### src/rtl/ifu_line_server_if.sv
// IFU request/response and instruction-memory beat handshakes.
// slave: the line server; master: the IFU plus memory side.
interface ifu_line_server_if #(
    parameter int XLEN   = 64,
    parameter int LINE_W = 128,
    parameter int BUS_W  = 64
);
    logic              flush_i;
    logic              read_req_i;
    logic [XLEN-1:0]   pc_i;
    logic              read_done_o;
    logic [LINE_W-1:0] line_o;
    logic [XLEN-1:0]   line_pc_o;
    logic              except_o;
    logic [1:0]        except_code_o;
    logic              mem_req_valid_o;
    logic              mem_req_ready_i;
    logic [XLEN-1:0]   mem_req_addr_o;
    logic              mem_ans_valid_i;
    logic              mem_ans_ready_o;
    logic [BUS_W-1:0]  mem_ans_data_i;
    logic              mem_ans_err_i;

    modport slave (
        input  flush_i, read_req_i, pc_i,
        input  mem_req_ready_i, mem_ans_valid_i,
        input  mem_ans_data_i, mem_ans_err_i,
        output read_done_o, line_o, line_pc_o,
        output except_o, except_code_o,
        output mem_req_valid_o, mem_req_addr_o,
        output mem_ans_ready_o
    );

    modport master (
        output flush_i, read_req_i, pc_i,
        output mem_req_ready_i, mem_ans_valid_i,
        output mem_ans_data_i, mem_ans_err_i,
        input  read_done_o, line_o, line_pc_o,
        input  except_o, except_code_o,
        input  mem_req_valid_o, mem_req_addr_o,
        input  mem_ans_ready_o
    );
endinterface

### src/rtl/ifu_line_server.sv
// Fetches an aligned instruction line in BUS_W beats for the IFU.
// Define IFU_LINE_REUSE_EN to serve repeat requests from the last line.
module ifu_line_server #(
    parameter int XLEN   = 64,
    parameter int LINE_W = 128,
    parameter int BUS_W  = 64
) (
    input logic clk_i,
    input logic rst_ni,
    ifu_line_server_if.slave bus
);
    localparam int BEATS      = LINE_W / BUS_W;
    localparam int LINE_BYTES = LINE_W / 8;
    localparam int OFF_W      = $clog2(LINE_BYTES);
    localparam int KW         = (BEATS > 1) ? $clog2(BEATS) : 1;

    localparam logic [KW-1:0]   K_LAST = KW'(BEATS - 1);
    localparam logic [XLEN-1:0] STEP   = XLEN'(BUS_W / 8);
    localparam logic [XLEN-1:0] ALIGN  = {XLEN{1'b1}} << OFF_W;
    localparam logic [1:0]      EXC_NONE   = 2'd0;
    localparam logic [1:0]      EXC_ACCESS = 2'd2;

    typedef enum logic [2:0] {
        IDLE, ADDR, DATA, DONE, DRAIN
    } state_t;

    state_t            state;
    logic [KW-1:0]     k;
    logic [XLEN-1:0]   base;
    logic [LINE_W-1:0] acc_line;
    logic [LINE_W-1:0] fill;
    logic [XLEN-1:0]   pc_al;
    logic              done_q;
    logic              req_vld;
    logic              ans_rdy;
    logic              exc;
    logic [1:0]        code;
    logic [LINE_W-1:0] line;
    logic [XLEN-1:0]   line_pc;
    logic [XLEN-1:0]   addr;
`ifdef IFU_LINE_REUSE_EN
    logic              line_vld;
`endif

    assign pc_al = bus.pc_i & ALIGN;

    // Later beats stay zero from the clear at accept, so an error
    // beat leaves the rest of the line zeroed.
    always_comb begin
        fill = acc_line;
        fill[int'(k)*BUS_W +: BUS_W] = bus.mem_ans_data_i;
    end

    always_ff @(posedge clk_i or negedge rst_ni) begin
        if (!rst_ni) begin
            state    <= IDLE;
            k        <= '0;
            base     <= '0;
            acc_line <= '0;
            done_q   <= 1'b0;
            req_vld  <= 1'b0;
            ans_rdy  <= 1'b0;
            exc      <= 1'b0;
            code     <= EXC_NONE;
            line     <= '0;
            line_pc  <= '0;
            addr     <= '0;
`ifdef IFU_LINE_REUSE_EN
            line_vld <= 1'b0;
`endif
        end else begin
            done_q <= 1'b0;
            if (bus.flush_i) begin
                exc     <= 1'b0;
                code    <= EXC_NONE;
                req_vld <= 1'b0;
`ifdef IFU_LINE_REUSE_EN
                line_vld <= 1'b0;
`endif
                // An accepted address still owes one answer: drain it.
                unique case (state)
                    ADDR: begin
                        state   <= bus.mem_req_ready_i ? DRAIN : IDLE;
                        ans_rdy <= bus.mem_req_ready_i;
                    end
                    DATA, DRAIN: begin
                        state   <= bus.mem_ans_valid_i ? IDLE : DRAIN;
                        ans_rdy <= ~bus.mem_ans_valid_i;
                    end
                    default: state <= IDLE;
                endcase
            end else begin
                unique case (state)
                    IDLE: if (bus.read_req_i) begin
                        base     <= pc_al;
                        k        <= '0;
                        acc_line <= '0;
`ifdef IFU_LINE_REUSE_EN
                        if (line_vld && pc_al == line_pc) begin
                            state  <= DONE;
                            done_q <= 1'b1;
                        end else begin
                            state   <= ADDR;
                            req_vld <= 1'b1;
                            addr    <= pc_al;
                        end
`else
                        state   <= ADDR;
                        req_vld <= 1'b1;
                        addr    <= pc_al;
`endif
                    end
                    ADDR: if (bus.mem_req_ready_i) begin
                        state   <= DATA;
                        req_vld <= 1'b0;
                        ans_rdy <= 1'b1;
                    end
                    DATA: if (bus.mem_ans_valid_i) begin
                        ans_rdy <= 1'b0;
                        if (bus.mem_ans_err_i || k == K_LAST) begin
                            state   <= DONE;
                            done_q  <= 1'b1;
                            line    <= fill;
                            line_pc <= base;
                            exc     <= bus.mem_ans_err_i;
                            code    <= bus.mem_ans_err_i ? EXC_ACCESS : EXC_NONE;
`ifdef IFU_LINE_REUSE_EN
                            line_vld <= ~bus.mem_ans_err_i;
`endif
                        end else begin
                            acc_line <= fill;
                            k        <= k + 1'b1;
                            addr     <= addr + STEP;
                            req_vld  <= 1'b1;
                            state    <= ADDR;
                        end
                    end
                    DONE: state <= IDLE;
                    DRAIN: if (bus.mem_ans_valid_i) begin
                        state   <= IDLE;
                        ans_rdy <= 1'b0;
                    end
                    default: state <= IDLE;
                endcase
            end
        end
    end

    // A flush landing on the DONE cycle must swallow the pulse.
    assign bus.read_done_o     = done_q & ~bus.flush_i;
    assign bus.line_o          = line;
    assign bus.line_pc_o       = line_pc;
    assign bus.except_o        = exc;
    assign bus.except_code_o   = code;
    assign bus.mem_req_valid_o = req_vld;
    assign bus.mem_req_addr_o  = addr;
    assign bus.mem_ans_ready_o = ans_rdy;
endmodule

### src/flat_wrapper.sv
// flat-port wrapper written by rule: the top's interface ports become plain ports
module ifu_line_server_flat 
#(
    parameter int XLEN   = 64,
    parameter int LINE_W = 128,
    parameter int BUS_W  = 64
)
  (clk_i, rst_ni, bus_flush_i, bus_read_req_i, bus_pc_i, bus_mem_req_ready_i, bus_mem_ans_valid_i, bus_mem_ans_data_i, bus_mem_ans_err_i, bus_read_done_o, bus_line_o, bus_line_pc_o, bus_except_o, bus_except_code_o, bus_mem_req_valid_o, bus_mem_req_addr_o, bus_mem_ans_ready_o);
  ifu_line_server_if #(.XLEN(XLEN), .LINE_W(LINE_W), .BUS_W(BUS_W)) bus_i ();
  input logic clk_i;
  input logic rst_ni;
  input wire logic [$bits(bus_i.flush_i)-1:0] bus_flush_i;
  input wire logic [$bits(bus_i.read_req_i)-1:0] bus_read_req_i;
  input wire logic [$bits(bus_i.pc_i)-1:0] bus_pc_i;
  input wire logic [$bits(bus_i.mem_req_ready_i)-1:0] bus_mem_req_ready_i;
  input wire logic [$bits(bus_i.mem_ans_valid_i)-1:0] bus_mem_ans_valid_i;
  input wire logic [$bits(bus_i.mem_ans_data_i)-1:0] bus_mem_ans_data_i;
  input wire logic [$bits(bus_i.mem_ans_err_i)-1:0] bus_mem_ans_err_i;
  output wire logic [$bits(bus_i.read_done_o)-1:0] bus_read_done_o;
  output wire logic [$bits(bus_i.line_o)-1:0] bus_line_o;
  output wire logic [$bits(bus_i.line_pc_o)-1:0] bus_line_pc_o;
  output wire logic [$bits(bus_i.except_o)-1:0] bus_except_o;
  output wire logic [$bits(bus_i.except_code_o)-1:0] bus_except_code_o;
  output wire logic [$bits(bus_i.mem_req_valid_o)-1:0] bus_mem_req_valid_o;
  output wire logic [$bits(bus_i.mem_req_addr_o)-1:0] bus_mem_req_addr_o;
  output wire logic [$bits(bus_i.mem_ans_ready_o)-1:0] bus_mem_ans_ready_o;
  assign bus_i.flush_i = bus_flush_i;
  assign bus_i.read_req_i = bus_read_req_i;
  assign bus_i.pc_i = bus_pc_i;
  assign bus_i.mem_req_ready_i = bus_mem_req_ready_i;
  assign bus_i.mem_ans_valid_i = bus_mem_ans_valid_i;
  assign bus_i.mem_ans_data_i = bus_mem_ans_data_i;
  assign bus_i.mem_ans_err_i = bus_mem_ans_err_i;
  assign bus_read_done_o = bus_i.read_done_o;
  assign bus_line_o = bus_i.line_o;
  assign bus_line_pc_o = bus_i.line_pc_o;
  assign bus_except_o = bus_i.except_o;
  assign bus_except_code_o = bus_i.except_code_o;
  assign bus_mem_req_valid_o = bus_i.mem_req_valid_o;
  assign bus_mem_req_addr_o = bus_i.mem_req_addr_o;
  assign bus_mem_ans_ready_o = bus_i.mem_ans_ready_o;
  ifu_line_server #(.XLEN(XLEN), .LINE_W(LINE_W), .BUS_W(BUS_W)) u_core (.clk_i(clk_i), .rst_ni(rst_ni), .bus(bus_i));
endmodule
### config.mk
export PLATFORM = sky130hd
export DESIGN_NAME = ifu_line_server_flat
export DESIGN_NICKNAME = d
export VERILOG_FILES = /design/src/rtl/ifu_line_server_if.sv /design/src/rtl/ifu_line_server.sv /design/src/flat_wrapper.sv
export SDC_FILE = /design/constraint.sdc
export NUM_CORES = 1
export LEC_CHECK = 0
export ABC_CLOCK_PERIOD_IN_PS = 2700
export CORE_MARGIN = 4
export CORE_UTILIZATION = 52
export CTS_CLUSTER_SIZE = 12
export DETAILED_ROUTE_END_ITERATION = 12
export HOLD_SLACK_MARGIN = 0.08
export PLACE_DENSITY_LB_ADDON = 0.2
export SYNTH_ARGS = -nofsm -noshare
export SYNTH_HDL_FRONTEND = slang
export SYNTH_SLANG_ARGS = --single-unit
### constraint.sdc
create_clock -name clk_i -period 2.7 [get_ports clk_i]
set_input_delay 0.54 -clock clk_i [delete_from_list [all_inputs] [get_ports clk_i]]
set_output_delay 0.54 -clock clk_i [all_outputs]
set_load 0.02 [all_outputs]
* After elaboration in Yosys (flattened, before gate mapping) *
Cells that the tools add are included.

storage, ports and cells
  bits in registers = 450
  bits in latches = 0
  bits in writable memories = 0
  ROM bits = 0
  output and inout bits = 262
  word-level logic and storage cells = 95
  memories kept = 0

cells by class
  $add $sub $neg = 3
  multiply operators = 0
  div/mod/pow operators = 0
  $lt $le $gt $ge = 0
  equality and inequality tests = 12
  shift-type cells = 2
  multiplexer cells = 47
  bitwise logic cells = 3
  reductions and logical operators = 16

operator list
  operator                                                                    count
  128-bit two-way mux                                                         3
  128-bit case mux with 2 select lines                                        1
  64-bit two-way mux                                                          3
  128-bit bitwise mux                                                         1
  64-bit case mux with 2 select lines                                         1
  64-bit by 33-bit variable shift with 128-bit output (first input constant)  1
  64-bit by 33-bit indexed part select with 128-bit output                    1
  64-bit by 4-bit adder with 64-bit output (second input constant)            1
  7-bit negator with 33-bit output                                            1
  3-bit two-way mux                                                           7
  1-bit two-way mux                                                           19
  3-bit != test (second input constant)                                       5
  2-bit two-way mux                                                           6
  3-bit case mux with 4 select lines                                          1
  5-bit AND reduction                                                         2
  2-bit nonzero test                                                          5
  3-bit AND reduction                                                         3
  4-bit AND reduction                                                         2
  2-bit != test (second input constant)                                       3
  1-bit case mux with 2 select lines                                          3
  3-bit case mux with 2 select lines                                          1
  4-bit nonzero test                                                          1
  3-bit by 1-bit equality test with 1-bit output (second input constant)      1
  3-bit by 2-bit equality test with 1-bit output (second input constant)      1
  9 further kinds                                                             10

* Logic depth before layout (Yosys ltp) *
Gate-level depths: netlist of the first run.

  depth after elaboration = 6
  depth in mapped cells = 9
  gate-level depth less buffers = 6

* Worst setup path after synthesis of the first run *
No wires, ideal clock.

  kind = register -> register
  from = reg u_core.addr[34] (netlist: u_core.bus.mem_req_addr_o[34])
  to = reg u_core.addr[50] (netlist: u_core.bus.mem_req_addr_o[50])
  library setup time = 69 ps
  data arrival time = 2199 ps
  required time = 2631 ps
  path slack = 431 ps
  cell stages (with the launch flop) = 7
  path buffers = 1
  clock period less this slack = 2269 ps
  path through = dfrtp_1 clkbuf_2 nand4_1 or4_4 nor4_4 mux2_2 nand3_1

between the ends
  word-level cells in the longest chain between the ends = 4

RTL lines
  item                                      line                    text
  start, declared                           ifu_line_server.sv:40   logic [XLEN-1:0] addr;
  start signal, assigned                    ifu_line_server.sv:110  addr <= pc_al;
  start signal, assigned                    ifu_line_server.sv:133  addr <= addr + STEP;
  64-bit by 4-bit adder with 64-bit output  ifu_line_server.sv:133
  64-bit two-way mux                        ifu_line_server.sv:120  if (bus.mem_ans_err_i || k == K_LAST) begin
  64-bit two-way mux                        ifu_line_server.sv:118  DATA: if (bus.mem_ans_valid_i) begin
  64-bit case mux with 2 select lines       ifu_line_server.sv:93   unique case (state)

No other way between the ends. The select of a mux whose other input is x is not followed.
A chain may end at the register's enable or synchronous reset.

* Final worst setup path of the first run *
  from = in bus_flush_i
  to = out bus_read_done_o

between the ends
  word-level cells in the longest chain between the ends = 2

RTL lines
  item                      line                    text
  start, declared           flat_wrapper.sv:12      input wire logic [$bits(bus_i.flush_i)-1:0] bus_flush_i;
  1-bit inverter (no line)  n/a
  1-bit bitwise AND         ifu_line_server.sv:150  assign bus.read_done_o = done_q & ~bus.flush_i;
  end, declared             flat_wrapper.sv:19      output wire logic [$bits(bus_i.read_done_o)-1:0] bus_read_done_o;

No other way between the ends.

==> results of run 1 <==
-- routing by layer --
metal,GRT usage (%),up-vias,routed length (um)
met3,6.45,108,4560
met4,9.67,2,1750
met1,37.7,8020,24000
li1,-,7528,-
met5,0,-,13
met2,43.6,643,26900
-- kinds of logic after synthesis --
group	after synthesis	synth area share, %
AND/OR/NAND/NOR	856	20.3
flip-flops	445	57.1
AO/OA/AOI/OAI	361	11.9
buffers and inverters	153	3.47
multiplexers	136	7.01
adder cells (fa/ha/maj)	1	0.0642
other	1	0.0192
XOR/XNOR	1	0.0449
-- state kept, by name, summed over array words and instances (netlist names) --
name / flops
u_core.bus.mem_req_addr_o: 61
u_core.bus.mem_ans_ready_o: 1
u_core.base: 60
u_core.bus.line_o: 128
u_core.acc_line: 128
u_core.state: 3
u_core.bus.except_code_o: 1
u_core.done_q: 1
u_core.bus.mem_req_valid_o: 1
u_core.k: 1
u_core.bus.line_pc_o: 60
-- final cells by class --
class                           instances  share of cell area [%]
Sequential cell                       445                    43.3
Multi-Input combinational cell       1363                    30.1
Timing Repair Buffer                  458                    18.2
Clock buffer                           72                    5.45
Tap cell                              468                    2.27
Clock inverter                          9                   0.428
Inverter                               15                   0.219
Antenna cell                            3                  0.0292
-- timing repair --
action / CTS / global route
hold buffers: 1 / 0
buffers inserted: 0 / 0
hold endpoints to repair: 63 / 0
-- worst max-delay path, stage by stage --
cell and delay (ns):
clkdlybuf4s50_1 0.55, nor2b_1 0.15, clkdlybuf4s50_1 0.63
-- Yosys cell counts, types with 10 or more instances --
master    instances  share of area, %
nand2_1         544                10
dfrtp_1         445                57
o21ai_0         154               4.0
mux2i_1         132               6.8
clkbuf_1         97               1.9
and2_1           67               2.1
a22o_1           65               2.9
nor2_1           54               1.0
nand3_1          47               1.2
a21oi_1          44               1.1
nand4_1          33               1.1
nor3_1           20              0.51
nor4_1           20              0.64
o22ai_1          19              0.61
a22oi_1          14              0.54
and3_1           14              0.45
inv_1            14              0.27
buf_2            13              0.33
buf_1            10              0.19
or3_1            10              0.32
-- path summary, 6_finish.rpt --
path / startpoint / to / slack [ns]
max reg2reg: u_core.bus.mem_req_addr_o[23] / u_core.bus.mem_req_addr_o[53] / 0.29
min: u_core.base[56] / u_core.bus.line_pc_o[56] / 0.46
max: bus_flush_i / bus_read_done_o / 0.29
min in group asynchronous: rst_ni / u_core.bus.line_o[114] / 0.52
min reg2reg: u_core.base[56] / u_core.bus.line_pc_o[56] / 0.46
max in group asynchronous: rst_ni / u_core.bus.line_o[75] / 1.38
-- report_power, final --
group          switching, W  leakage [nW]  internal (W)
registers           0.00191          5.82       0.00887
logic               0.00658          4.89       0.00522
clock network       0.00266         0.742       0.00376
-- stage by stage --
| step | util, % | area [um^2] |
|---|---|---|
| final | 70.0 | 25700 |
| after global routing | 70.0 | 25700 |
| after CTS | 70.0 | 25700 |
| after detailed placement | 65.8 | 24200 |
| after global placement | 65.8 | 24200 |
| after floorplan | - | 19500 |
==> summary.md, run 1 <==
The flow ran to the end, and the final reports show no timing, DRC or antenna violations. In the synthesized netlist the async set-or-reset flop fraction comes to 100%. After floorplanning, the core was sized to cover 36,800 um^2.

In this run the tightest slew margin relative to its limit is 35.8%. The completed layout was analyzed and its total power is 0.0290 W. TritonCTS built the clock tree. The count of cells along the worst hold path was 2. For the pin with the worst max-slew slack, the measured transition is 0.963 ns. For the final cell count without fillers, the log shows 2,833.

Path type of the worst min-delay path: reg -> reg. Final worst-path cycle share: 89.3%. Along the worst path, the maximum fanout reaches 5. The run gives 0.952 as the last weighted congestion value of the routability-driven placer. The routed design could run at a clock period as short as 2.41 ns. The post-CTS resize count is 0. The run gives 57,200 um as the aggregate routed wire length.

The die footprint came out at 40,700 um^2. The area taken by flip-flops and latches came out at 11,100 um^2. The number of synthesized register bits works out to 445. Measured along the x axis, the die boundary spans 202 um. Counting cells, the worst reg-to-reg path comes to 5.

For this run, the leading register cell type out of synthesis is dfrtp_1. The logs give 0 for the count of nets left with antenna violations after detail routing and 0 for the total grt overflow. Row generation in the floorplan step produced 70 rows.

For the number of unique standard cell types used by synthesis, the log shows 69. Setup violations remaining at the end of the flow were counted as 0. Detailed routing inserted a total of 16,300 vias. The power density over cell area was 1130 nW/um^2.

For this block, the initial DRC count from the detailed router was 1,327. The first global-routing pass estimated 90,800 um of wire. The worst setup path is captured at an output port.

In the synthesized netlist, the number of instances is 1,954. Total routing resource utilization after global routing: 27.5%. In the final timing run, aggregate negative setup slack is 0 ns. The worst setup slack after placement came out at -0.000686 ns. In the final routed layout, each cell accounts on average for 20.2 um. The max-capacitance violation count was 0; the clock sink total was 445. The logs give 19,500 um^2 for the post-synthesis instance area and 7760 um^2 for the multi-input gate area in the final layout.

Summed over all cells, the static leakage comes to 11.5 nW. At the end of the flow, the number of nets in the layout was 2,467. The number of endpoints with negative hold slack in the final report was 0; the average instance area after synthesis was 9.98 um^2. The vertical extent of the die was 202 um; the sum of net half-perimeters after detailed placement was 39,000 um. The clock-pin slew on the worst setup and hold paths is 0.06 ns, and the synthesis-to-finish area growth is 32.0%. CTS placed an instance of clkbuf_16 at the clock tree root. The tools report the number of antenna violations at the first check in global routing as 3. Across all hold checks on the routed design, the worst slack comes to 0.462 ns.

The kind of start point of the critical path is a primary input. The run gives 1.87 ns as the arrival time reported for the critical path endpoint. The TritonCTS buffer count came out at 48. Including well taps, the total number of placed cells is 2,748.

The first TritonRoute pass finished after 5 iterations. Most common library cell in the layout ignoring fill and taps: nand2_1. The via count of the first global-routing pass was 16,100.

The worst setup path is of the in -> out kind. The clock passes through at most 3 buffers. Count of synthesis-stage warnings from yosys: 0. For this configuration, the core starts out at a cell density of 53.0%. The number of flops mapped to enable cells by yosys is 0, and the worst setup margin is 0.290 ns.

Derived from the worst setup path, the maximum achievable clock frequency is 415 MHz. The run gives 0 as the number of slew-limit violations in the final report. Clock latency on the worst-skew pair, taken at its later pin, is 0.58 ns.

Setup skew after layout: 0.0103 ns. The number of port buffers works out to 384. Setup repair after global routing left no endpoint under its margin. Of the cells placed in the final design, the portion with a size suffix greater than 1 is 7.24%. At the worst endpoint, the required time is 2.16 ns. IR analysis of the VDD net gives a maximum drop of 732 uV. In the layout the commonest cells are nand2_1, dfrtp_1, clkdlybuf4s50_1. For this design the top-level I/O count stands at 397. CTS built an H-tree with a depth of 2.

Summing the sequential cell areas from Yosys gives 57.1% of the chip area. Entering global routing, the biggest net connects 129 pins. The average vias per placed instance came out at 5.75. For this run, design rule violations remaining after detail routing come to 0. Count of fill cells added during filler insertion: 2,726.
(Power assumes the default switching activity.)
==> run 2: changes to the inputs <==
--- a/config.mk
+++ b/config.mk
@@ -8,7 +8,7 @@
 export ABC_CLOCK_PERIOD_IN_PS = 2700
 export CORE_MARGIN = 4
 export CORE_UTILIZATION = 52
-export CTS_CLUSTER_SIZE = 12
+export CTS_CLUSTER_SIZE = 25
 export DETAILED_ROUTE_END_ITERATION = 12
 export HOLD_SLACK_MARGIN = 0.08
 export PLACE_DENSITY_LB_ADDON = 0.2
==> summary.md, run 2 (synthesis results as in run 1) <==
The total power consumption of the routed design was 0.0293 W. The number of port buffers came out at 384. Dividing the final minimum period by the clock period gives 89.0%. The tools report the largest vdd supply drop as 726 uV. For this design, the sink count on the clock tree is 445. For the worst setup path, the data required time is 3.18 ns. The instance count after placement with tap cells included was 2,748; the number of slew-limit violations in the final report was 0. Pin placement for this block handled 397 I/O pins. The tools report the final standard cell area without fillers as 25,800 um^2. The tools report the number of antenna violations at the first check in global routing as 4.

The proportion of total power due to net switching was 37.9%. Traced cell by cell, the critical path runs through ha_1, nand3_1, or4_2, nor4_1, o31ai_1, a21oi_1. Clock tree synthesis selected as its root buffer the cell clkbuf_16. The logs give 0 for the final number of setup-violating endpoints and 0 for the max-capacitance violation count. After clock tree synthesis, the clock-pin slew on the worst setup and hold paths is 0.06 ns. In this run the standard cell core region covers 36,800 um^2. Number of post-CTS setup repair buffers: 0. The count of nets left with antenna violations once routing finished came out at 0. In this run the worst path has a maximum fanout of 7. The kind of cell adding the most delay to the critical path was simple AND/OR/NAND/NOR gates.

The number of clock buffers added by TritonCTS is 47. The library cells used most frequently in the layout, excluding fill and tap cells, are nand2_1, dfrtp_1, clkdlybuf4s50_1. The worst-skew pair later-pin latency was 0.55 ns; the relative slew slack was 35.5%. The logs give 16,300 for the overall via count from detail_route and 0 for the final routed DRC violation total. The first global-routing pass estimated 90,900 um of wire. The die is 202 um tall. The path type of the worst min-delay path was reg -> reg. For the clock group share of total power, the log shows 23.0%. The start point of the worst hold path is u_core.base[56]. The run finished with clean final reports.

The sum of net half-perimeters after detailed placement came out at 39,000 um. The number of endpoints with negative hold slack in the final report is 0. The proportion of power drawn by flip-flops and latches was 36.7%. In the global route stage, overall resource usage came out at 27.4%. STA classifies the critical path endpoint as a register. Setup slack on the worst reg-to-reg path comes out at 0.30 ns. The met1 wire length was 23,900 um; the switching power was 0.0111 W.

Summing all placed instances gives a cell area of 24,200 um^2. In this run the static leakage power is 11.5 nW. Across all hold checks on the routed design, the worst slack comes to 0.462 ns. For the total grt overflow, the log shows 0. The tools report the arrival time reported for the critical path endpoint as 2.88 ns.

Setup repair after global routing left no endpoint under its margin. After detailed routing, no signal wire sits above met5. Routability-driven placement finished with a final weighted congestion of 0.952.

The worst register-to-register path begins at u_core.bus.mem_req_addr_o[3]. The kind of critical path was reg -> reg. The tools report the worst reg2reg path endpoint as u_core.bus.mem_req_addr_o[29].

The largest buffer count on any clock path was 3; the ratio of cells with drive above 1 in the final layout was 7.36%. The die is 202 um wide. The logs give 40.2% for the proportion of power drawn by combinational gates and 0.0182 W for the cell internal power dissipation. Detailed routing placed a total of 4290 um of wire on met3.

Counting both buffers and inverters, the worst setup path holds a total of 0. Power density over cell area: 1140 nW/um^2. On the critical path, the stage with the largest delay is an instance of or4_2. The run gives 2,466 as the number of nets in the final layout.

Entering global routing, the biggest net connects 129 pins. The via count of the first global-routing pass is 16,100, and the sum of met2 wire segment lengths after detailed routing is 27,100 um. Die footprint: 40,700 um^2. The aggregate routed wire length is 57,000 um, and the maximum cell stage delay along the critical path is 0.72 ns. Setup total negative slack on the finished layout was measured at 0 ns.

The tools report the number of violations reported at the end of detailed-routing iteration 0 as 1,100. Most common library cell in the layout ignoring fill and taps: nand2_1. The worst hold path terminates at u_core.bus.line_pc_o[56]. After detailed routing, the average wire length per cell comes to 20.1 um. Once the floorplan was initialized, standard cells occupied 53.0% of the core. The H-tree generated during clock tree synthesis spans 2 levels. TritonCTS built the clock tree. The worst hold path passes through 2 cells. The average vias per placed instance works out to 5.74.

Maximum clock frequency: 416 MHz. After clock tree synthesis, the repair step resized 0 gates. The minimum clock period after layout is 2.40 ns, and the number of rows in the core area is 70. The pre-antenna-repair detailed-routing pass consisted of 6 iterations.

The measured slew at the worst slew-check pin is 0.968 ns, and the final cell count without fillers is 2,833. The synthesis-to-finish area growth works out to 32.5%. Counting cells, the worst reg-to-reg path comes to 6. The worst setup path is launched from a register. Across the routed clock network, the largest skew measured is 0.0225 ns.
[run 2: changes by cell type in the layout (fill, tap and decap cells not counted)]
cell and delta:
bufinv_16 +5, clkbuf_1 -2, clkbuf_8 -4, clkinv_4 +2, clkinvlp_4 +2, diode_2 -1
inv_6 -2
[run 2: power by group through the flow]
| stage | Sequential (W) | Combinational (W) | Clock [W] |
|---|---|---|---|
| 2_1_floorplan | 0.0121 | 0.00487 | 0 |
| 6_report | 0.0108 | 0.0118 | 0.00675 |
| 3_5_place_dp | 0.0108 | 0.0118 | 0 |
| 4_1_cts | 0.0107 | 0.0119 | 0.00687 |
| 5_1_grt | 0.0111 | 0.0127 | 0.00718 |
| 3_3_place_gp | 0.0107 | 0.0116 | 0 |
[run 2: repair_timing]
item	4_1_cts	5_1_grt
endpoints found under the setup margin	0	0
hold endpoints to repair	63	0
hold buffers	1	0
[run 2: how the worst max path moves through the flow]
stage / startpoint / to / slack (ns) / cells past startpoint
3_5_place_dp: bus_mem_ans_err_i / u_core.bus.mem_req_addr_o[53] / -0.0007 / 6
3_3_place_gp: bus_mem_ans_err_i / u_core.bus.mem_req_addr_o[53] / -0.003 / 6
6_report: u_core.bus.mem_req_addr_o[3] / u_core.bus.mem_req_addr_o[29] / 0.30 / 6
4_1_cts: bus_flush_i / bus_read_done_o / 0.31 / 3
5_1_grt: u_core.bus.mem_req_addr_o[3] / u_core.bus.mem_req_addr_o[41] / 0.17 / 8
2_1_floorplan: u_core.bus.mem_req_addr_o[34] / u_core.bus.mem_req_addr_o[50] / 0.43 / 6
[run 2: metal layers]
| metal | track usage [%] | up-vias |
|---|---|---|
| li1 | - | 7529 |
| met1 | 37.6 | 8009 |
| met2 | 43.9 | 621 |
| met3 | 6.30 | 107 |
| met4 | 8.42 | 4 |
| met5 | 0 | - |
[run 2: area by class of cell]
class                      count  area (um^2)
antenna                        2         5.00
tap                          468          586
clock buffer                  66         1340
sequential                   445        11100
timing repair buffer         458         4680
fill                        2705        10900
inverter                      15         56.3
multi-input combinational   1363         7760
clock inverter                16          275
[run 2: tightest hold or removal path, cell delays in order, from the launching register on]
cell and delay, ns:
dfrtp_1 0.34, nand2_1 0.06, nand2_1 0.05
[run 2: through the flow]
| stage | util, % | worst slack (ns) |
|---|---|---|
| 6_report | 70.2 | 0.297 |
| 5_1_grt | 70.2 | 0.169 |
| 4_1_cts | 70.2 | 0.314 |
| 3_5_place_dp | 65.8 | -0.000686 |
| 3_3_place_gp | 65.8 | -0.00264 |
| 2_1_floorplan | - | 0.431 |
==> run 3: changes to the inputs <==
--- a/config.mk
+++ b/config.mk
@@ -6,7 +6,6 @@
 export NUM_CORES = 1
 export LEC_CHECK = 0
 export ABC_CLOCK_PERIOD_IN_PS = 2700
-export CORE_MARGIN = 4
 export CORE_UTILIZATION = 52
 export CTS_CLUSTER_SIZE = 25
 export DETAILED_ROUTE_END_ITERATION = 12
==> summary.md, run 3 (synthesis results as in run 1) <==
Setup repair after global routing left no endpoint under its margin. The initial standard-cell utilization of the core is 53.0%, and the total grt overflow is 0. Once layout is complete, the utilization of the core stands at 70.4%. Total buffers and inverters traversed by the critical path: 1. The worst setup path is of the reg -> reg kind. The logs give 29.4% for the total routing resource utilization after global routing and 16,300 for the via count of the first global-routing pass. The startpoint of the worst register-to-register path is u_core.state[0]. The number of violations reported at the end of detailed-routing iteration 0 came out at 1,285. The aggregate routed wire length was 56,300 um; the worst setup slack after placement was -0.0145 ns. The slowest stage of the critical path belongs to the cell or3b_2.

Measured slew at the worst slew-check pin: 1.22 ns. The run gives 1030 uV as the largest vdd supply drop. Of all nets on the critical path, the largest fanout is 19.

For the relative slew slack, the log shows 19.0%. The count of fill cells added during filler insertion came out at 2,735. In this design, the largest share of critical-path delay is due to simple AND/OR/NAND/NOR gates. In the final routed layout, each cell accounts on average for 19.8 um. The flow ran to the end, and the final reports show no timing, DRC or antenna violations.

For the core outline area, the log shows 36,800 um^2. The number of endpoints with negative hold slack in the final report is 0. The run gives 145 as the maximum number of pins on one net before global-route repair. The run gives 0 as the number of antenna violations at the first check in global routing. The library cells used most frequently in the layout, excluding fill and tap cells, are nand2_1, dfrtp_1, clkdlybuf4s50_1. From synthesis to final layout, the design area changed by 32.8%. The final routed DRC violation total is 0. Clock-pin slew was measured on the worst setup and hold paths at 0.06 ns. Dividing total power by cell area gives a power density of 1130 nW/um^2. For the length of the first detailed-routing pass in iterations, the log shows 5. The analysis attributes to cell leakage a power of 11.6 nW. Across the run, the number of max-cap violations was 0. For the last weighted congestion value of the routability-driven placer, the log shows 0.938. Using the TritonRoute via totals, the vias-per-cell ratio works out to 5.79. The first global-routing pass estimated 88,900 um of wire.

During placement, the flow inserted port buffers numbering 384. The tools report the count of nets left with antenna violations after detail routing as 0. STA classifies the critical path endpoint as a register.

The worst reg-to-reg path cell count came out at 6. The deepest level of the CTS H-tree was 2. The worst path needs 2.49 ns of the cycle, external delays included. For the worst setup path, the data required time is 3.14 ns. The run gives 38,300 um^2 as the die footprint. The repair_antennas step left the layout with diodes totalling 0. The number of rows in the core area came out at 70. TritonCTS created 46 clock buffers. At the worst endpoint, the arrival time is 2.93 ns. The post-route netlist has 8.16% of its cells at a drive strength greater than 1. The tools report the overall via count from detail_route as 16,500. In this run the most critical hold path is launched from u_core.base[9].

Counting buffers and inverters, the worst setup path is 6 cells deep. The path type of the worst min-delay path was reg -> reg. After clock tree synthesis, the repair step resized 0 gates.

TritonCTS built the clock tree. For the number of slew-limit violations in the final report, the log shows 0. The HPWL after detailed placement is 38,200 um. The die is 196 um wide. In the post-route analysis, the smallest setup slack over all paths is 0.208 ns.

The worst setup path is launched from a register. The clock net in this run drives a total of 445 sinks. Setup violations remaining at the end of the flow were counted as 0.

The floorplan step set the die height to 196 um. The tools report the worst-skew pair later-pin latency as 0.58 ns. The net count of the finished layout is 2,483. The most critical setup path has its startpoint at u_core.state[0]. The count of cells along the worst hold path is 2, and the final worst-path cycle share is 92.3%. The number of top-level pins is 397.

The clock arrives with 0.0202 ns of skew. Largest buffer count on any clock path: 3. Most common library cell in the layout ignoring fill and taps: nand2_1. The largest single stage delay on the critical path is 0.74 ns. Clock root buffer master: clkbuf_16.

Based on the critical path, the design can be clocked at up to 401 MHz. The critical path goes through or3b_2, nor4_1, buf_4, nand2_1, nor2_1, a211oi_1.
run 3: cell types whose count changed in the layout (fill, tap and decap cells not counted), moves of 3 or more:
| cell | delta |
|---|---|
| buf_4 | +19 |
| clkbuf_1 | -6 |
| clkinv_4 | -4 |
| bufinv_16 | -3 |
| clkbuf_8 | +8 |
| clkinv_2 | +4 |
run 3: stage by stage:
| stage | TNS [ns] | cells | hold WS [ns] | instance area [um^2] | total power [W] |
|---|---|---|---|---|---|
| finish | 0 | 2845 | 0.466 | 25900 | 0.0291 |
| global route | 0 | 2845 | 0.480 | 25900 | 0.0306 |
| CTS | 0 | 2845 | 0.471 | 25900 | 0.0292 |
| detailed placement | -0.0145 | 2766 | 0.456 | 24300 | 0.0226 |
| global placement | 0 | 2766 | 0.449 | 24300 | 0.0223 |
| floorplan | 0 | 1961 | 0.244 | 19500 | 0.0170 |
run 3: repair_timing:
| action | CTS | global route |
|---|---|---|
| hold endpoints to repair | 45 | 0 |
| hold buffers | 1 | 0 |
| buffers inserted | 0 | 0 |
run 3: cell type report:
cell class / count / area (um^2) / share of cell area (%)
inverters: 15 / 56.3 / 0.218
well taps: 468 / 586 / 2.26
multi-input cells: 1363 / 7760 / 30.0
repair buffers: 476 / 4800 / 18.6
clock inverters: 12 / 164 / 0.633
clock buffers: 66 / 1380 / 5.32
flip-flops and latches: 445 / 11100 / 43.0
run 3: per-layer routing:
layer	vias up	GRT usage [%]	share of wire, %
met3	121	6.84	8.0
met1	8097	38.8	41
li1	7566	-	-
met2	676	47.5	47
met5	-	0	0
met4	0	10.6	3.5
run 3: path summary, 6_finish.rpt:
check                                           endpoint  slack, ns
max in group asynchronous                u_core.base[62]       1.43
hold / removal                   u_core.bus.line_pc_o[9]       0.47
setup reg to reg           u_core.bus.mem_req_addr_o[35]       0.21
min in group asynchronous         u_core.bus.line_o[109]       0.49
setup / recovery           u_core.bus.mem_req_addr_o[35]       0.21
hold reg to reg                  u_core.bus.line_pc_o[9]       0.47
run 3: power breakdown:
group	internal [W]	total, W	switching [W]
Clock	0.00390	0.00652	0.00262
Sequential	0.00886	0.0107	0.00183
Combinational	0.00530	0.0119	0.00662
run 3: worst register-to-register path, cell delays in order (launching register included):
cell and delay [ns]:
dfrtp_1 0.37, or3b_2 0.74, nor4_1 0.42, buf_4 0.20
nand2_1 0.16, nor2_1 0.35, a211oi_1 0.13
